### src/rtl/pipe_ctrl_seq_pkg.sv
// Shared pipeline-control definitions: reset/zero constants, stall bit map,
// stall encodings and sequencer state codes.
package pipe_ctrl_seq_pkg;

  localparam logic        RstEnable = 1'b1;
  localparam logic [31:0] ZeroWord  = 32'h0000_0000;

  localparam int CNT_W_DEF = 6;

  localparam int STALL_PC  = 0;
  localparam int STALL_IF  = 1;
  localparam int STALL_ID  = 2;
  localparam int STALL_EX  = 3;
  localparam int STALL_MEM = 4;
  localparam int STALL_WB  = 5;

  localparam logic [5:0] STALL_NONE    = 6'b000000;
  localparam logic [5:0] STALL_ID_HOLD = 6'b000111;
  localparam logic [5:0] STALL_EX_HOLD = 6'b001111;

  typedef enum logic [0:0] {
    SEQ_IDLE = 1'b0,
    SEQ_BUSY = 1'b1
  } seq_state_e;

endpackage

### src/rtl/pipe_ctrl_seq.sv
// Pipeline sequencing controller: merges ID stall, multi-cycle EX hold and flush.
// Optional macro PIPE_STALL_CNT_EN adds a saturating stalled-cycle counter output.
module pipe_ctrl_seq
  import pipe_ctrl_seq_pkg::*;
#(
  parameter int CNT_W   = CNT_W_DEF,
  parameter int STALL_W = 6
) (
  input  logic               clk,
  input  logic               rst,
  input  logic               stallreq_id,
  input  logic               ex_start,
  input  logic [CNT_W-1:0]   ex_cycles,
  input  logic               flush_req,
  output logic [STALL_W-1:0] stall_o,
  output logic               flush_o,
  output logic               ex_busy_o,
`ifdef PIPE_STALL_CNT_EN
  output logic [31:0]        stall_cycles_o,
`endif
  output logic               ex_done_o
);

  seq_state_e         state_q, state_d;
  logic [CNT_W-1:0]   cnt_q, cnt_d;
  logic [STALL_W-1:0] stall_d;
  logic               flush_d;
  logic               done_d;

  // cnt_q holds the remaining EX cycles including the current one.
  always_comb begin
    state_d = state_q;
    cnt_d   = cnt_q;
    stall_d = STALL_W'(STALL_NONE);
    flush_d = 1'b0;
    done_d  = 1'b0;
    if (flush_req) begin
      flush_d = 1'b1;
      state_d = SEQ_IDLE;
      cnt_d   = '0;
    end else begin
      case (state_q)
        SEQ_IDLE: begin
          if (ex_start) begin
            if (ex_cycles <= CNT_W'(1)) begin
              done_d = 1'b1;
            end else begin
              stall_d = STALL_W'(STALL_EX_HOLD);
              state_d = SEQ_BUSY;
              cnt_d   = ex_cycles - CNT_W'(1);
            end
          end
        end
        SEQ_BUSY: begin
          if (cnt_q > CNT_W'(1)) begin
            stall_d = STALL_W'(STALL_EX_HOLD);
            cnt_d   = cnt_q - CNT_W'(1);
          end else begin
            done_d  = 1'b1;
            state_d = SEQ_IDLE;
            cnt_d   = '0;
          end
        end
        default: begin
          state_d = SEQ_IDLE;
          cnt_d   = '0;
        end
      endcase
      // ID stall is masked by the EX hold and resurfaces once it releases.
      if (stallreq_id && (stall_d == STALL_W'(STALL_NONE)))
        stall_d = STALL_W'(STALL_ID_HOLD);
    end
  end

  always_ff @(posedge clk) begin
    if (rst == RstEnable) begin
      state_q <= SEQ_IDLE;
      cnt_q   <= '0;
    end else begin
      state_q <= state_d;
      cnt_q   <= cnt_d;
    end
  end

  assign stall_o   = rst ? '0   : stall_d;
  assign flush_o   = rst ? 1'b0 : flush_d;
  assign ex_done_o = rst ? 1'b0 : done_d;
  assign ex_busy_o = !rst && (state_q == SEQ_BUSY);

`ifdef PIPE_STALL_CNT_EN
  logic [31:0] stall_cycles_q;

  always_ff @(posedge clk) begin
    if (rst == RstEnable)
      stall_cycles_q <= ZeroWord;
    else if ((stall_o != '0) && (stall_cycles_q != 32'hFFFF_FFFF))
      stall_cycles_q <= stall_cycles_q + 32'd1;
  end

  assign stall_cycles_o = stall_cycles_q;
`endif

endmodule

### config.mk
export PLATFORM = sky130hd
export DESIGN_NAME = pipe_ctrl_seq
export DESIGN_NICKNAME = d
export VERILOG_FILES = /design/src/rtl/pipe_ctrl_seq_pkg.sv /design/src/rtl/pipe_ctrl_seq.sv
export SDC_FILE = /design/constraint.sdc
export NUM_CORES = 1
export LEC_CHECK = 0
export CAP_MARGIN = 25
export CELL_PAD_IN_SITES_DETAIL_PLACEMENT = 1
export CELL_PAD_IN_SITES_GLOBAL_PLACEMENT = 2
export CORE_AREA = 3 3 53 55
export CTS_CLUSTER_DIAMETER = 50
export DETAILED_ROUTE_END_ITERATION = 8
export DIE_AREA = 0 0 56 58
export GPL_TIMING_DRIVEN = 0
export HOLD_SLACK_MARGIN = 0.06
export PLACE_DENSITY = 0.91
export SETUP_SLACK_MARGIN = 0.2
export SLEW_MARGIN = 10
export SYNTH_ARGS = -nofsm -noshare
export SYNTH_HDL_FRONTEND = slang
export SYNTH_SLANG_ARGS = --single-unit
### constraint.sdc
create_clock -name clk -period 3.3 [get_ports clk]
set_input_delay 0.66 -clock clk [delete_from_list [all_inputs] [get_ports clk]]
set_output_delay 0.66 -clock clk [all_outputs]
set_load 0.01 [all_outputs]
==> reports/qor.csv <==
metric;value;unit
status;finished clean;
drt drc;0;
Syn Std Cell Area;671.9;um2
Die Wd;56;um
Clock Skew;0.007212;ns
clock input transition at the sequential cells of the worst setup and hold paths;0.06;ns
DP HPWL;1518;um
Die Y-Extent;58;um
DR vias;749;
r2r worst-path depth;4;
first-pass GRT wire length;3898;um
GR Util met3;4.677;%
Antenna Cells;0;
CTS sink count;7;
initial antenna violation count;0;
Final Net Count;125;
Post-synth ARST share;0;%
Initial Util;27.62;%
DRT iter0 DRCs;12;
GRT Residual Overflow;0;
Area growth, synth to finish;49.72;%
Tmin final;3.014;ns
cell count after synthesis;81;
crit start category;input pin;
Critical Path End Type;output pin;
Clk Tree Root Cell;clkbuf_4;
H-Tree Depth;1;
Worst VDD drop;169.6;uV
RD Place Congestion;0.7894;
clock buffer count from CTS;3;
leakage power;0.4101;nW
WP data arrival;2.35;ns
PortBufs;17;
Tcrit/Tclk final;91.34;%
antenna-violating nets left;0;
clock latency on the worst-skew pair;0.26;ns
register bit total from synthesis;7;
largest net degree at the start of global routing;11;
Synth area leader;dfxtp_1;
hold wc startpoint;cnt_q[2];
Setup CP Type;input pin to output pin;
Final Hold Violating Endpoints;0;
# IOs;20;
final core utilization;41.36;%
Synth cell types;35;
Post-synth EDFFs;0;
Tot GR Track Use;15.38;%
ys flop type;dfxtp_1;
Avg Cell Area, Syn;8.295;um2
Max-Cap Viols;0;
RR Endpoint;cnt_q[3];
total power;0.2889;mW
synth top area cells;dfxtp_1 (21%), ha_1 (7.4%), buf_4 (5.6%), or3_4 (5.0%), nor3_1 (4.5%);
Final setup violation count;0;
final wirelength;2292;um
Core Rows;18;
Worst Hold End;cnt_q[2];
worst r2r src;cnt_q[2];
r2r setup slk;1.61;ns
Crit. Startpoint;ex_cycles[0];
M1 GR Usage;15.70;%
HP Class;register to register;
required time worst endpoint;2.64;ns
Via-to-Cell Ratio;5.388;
GR met2 Demand/Resource;28.38;%
area share of the largest cell type after synthesis;20.86;%
First-pass DRT Iterations;4;
CTS max path bufs;2;
clock tree from TritonCTS;done;
die area;3248;um2
CP max FO;5;
GR peak layer;met2;
max-slew violations;0;
DR WL/cell;16.49;um
Core Area;2432;um2
vias in the first global route;842;
share of layout cells above drive strength 1;31.19;%
Hold Crit Depth;2;
register area share after synthesis;20.86;%
Max Fclk;331.7;MHz
Pwr Density;287.2;nW/um2
RSZ-0062 raised after global routing;false;
Yosys warnings;0;
timing repair:
action,4_1_cts,5_1_grt
hold buffers,0,0
pin swaps,4,3
setup buffers,5,1
setup endpoints to repair,5,3
resized for setup,21,10
power breakdown:
part           switching (mW)  internal [mW]
logic                  0.0572         0.0559
registers             0.00573         0.0890
clock network          0.0349         0.0463
total                  0.0977          0.191
area by class of cell:
class                   count  area, um2
flip-flops and latches      7      140.1
multi-input cells          64      536.8
inverters                   5      18.77
well taps                  30      37.54
fillers                   307       1426
clock buffers               4      26.28
plain buffers               6      48.80
repair buffers             23      197.7
registers in the layout, summed over array words and instances (netlist names):
| signal | count |
|---|---|
| state_q | 1 |
| cnt_q | 6 |
routing by layer:
metal,routed length [um],vias up
met1,884,355
met3,138,8
li1,-,359
met4,83,0
met2,1185,27
met5,0,-
cell usage after synthesis (all sizes together) (2+ instances only):
cell type  n
o32ai      3
nor3b      2
a21oi      5
o21ai      4
nand2      3
o22a       2
or3        3
inv        5
buf        6
a32o       2
nor2       4
xnor2      3
ha         4
nor2b      3
o31ai      3
and2       2
dfxtp      7
nor3       6
kinds of logic after synthesis:
group	count (synthesis)	share of synthesized area (%)
simple gates	29	26.63
other cells	1	0.5581
xor+xnor	3	3.911
buf+inv	11	10.06
compound gates	26	30.54
fa+ha+maj	4	7.449
flops	7	20.86
critical path: stages:
cell	delay [ns]
dlygate4sd2_1	0.31
inv_2	0.10
ha_4	0.17
nor2_4	0.05
o32ai_4	0.27
a21oi_2	0.07
o21a_1	0.21
buf_4	0.13
buf_4	0.11
dlygate4sd2_1	0.27
cell usage in the layout (no fill, tap or decap), types with 3 or more instances in the layout:
| cell type | instances |
|---|---|
| o21ai_0 | 4 |
| clkbuf_4 | 3 |
| nand2_1 | 3 |
| inv_1 | 3 |
| or3_4 | 3 |
| clkbuf_2 | 3 |
| nor2b_1 | 3 |
| nor3_1 | 5 |
| a21oi_1 | 4 |
| dfxtp_1 | 7 |
| dlygate4sd2_1 | 6 |
| xnor2_1 | 3 |
| buf_4 | 11 |
| clkdlybuf4s50_1 | 6 |
per-stage QoR:
| stage | hold WS (ns) | setup TNS (ns) | cells | worst slack (ns) | instance area [um2] |
|---|---|---|---|---|---|
| 2_1_floorplan | 0.5029 | 0 | 82 | 0.7446 | 675.6 |
| 3_3_place_gp | 0.5517 | -0.9174 | 129 | -0.2855 | 883.3 |
| 3_5_place_dp | 0.5652 | -1.153 | 129 | -0.3213 | 883.3 |
| 4_1_cts | 0.5735 | 0 | 138 | 0.1056 | 999.7 |
| 5_1_grt | 0.6301 | 0 | 139 | 0.1975 | 1006 |
| 6_report | 0.5785 | 0 | 139 | 0.2857 | 1006 |
worst max-delay path by stage:
stage | endpoint | slack (ns) | cells after the start
final | stall_o[2] | 0.29 | 10
after global routing | stall_o[2] | 0.20 | 10
after CTS | stall_o[2] | 0.11 | 10
after detailed placement | stall_o[2] | -0.32 | 9
after global placement | stall_o[2] | -0.29 | 7
after floorplan | stall_o[1] | 0.74 | 5
Power figures use the tool's default switching activity.
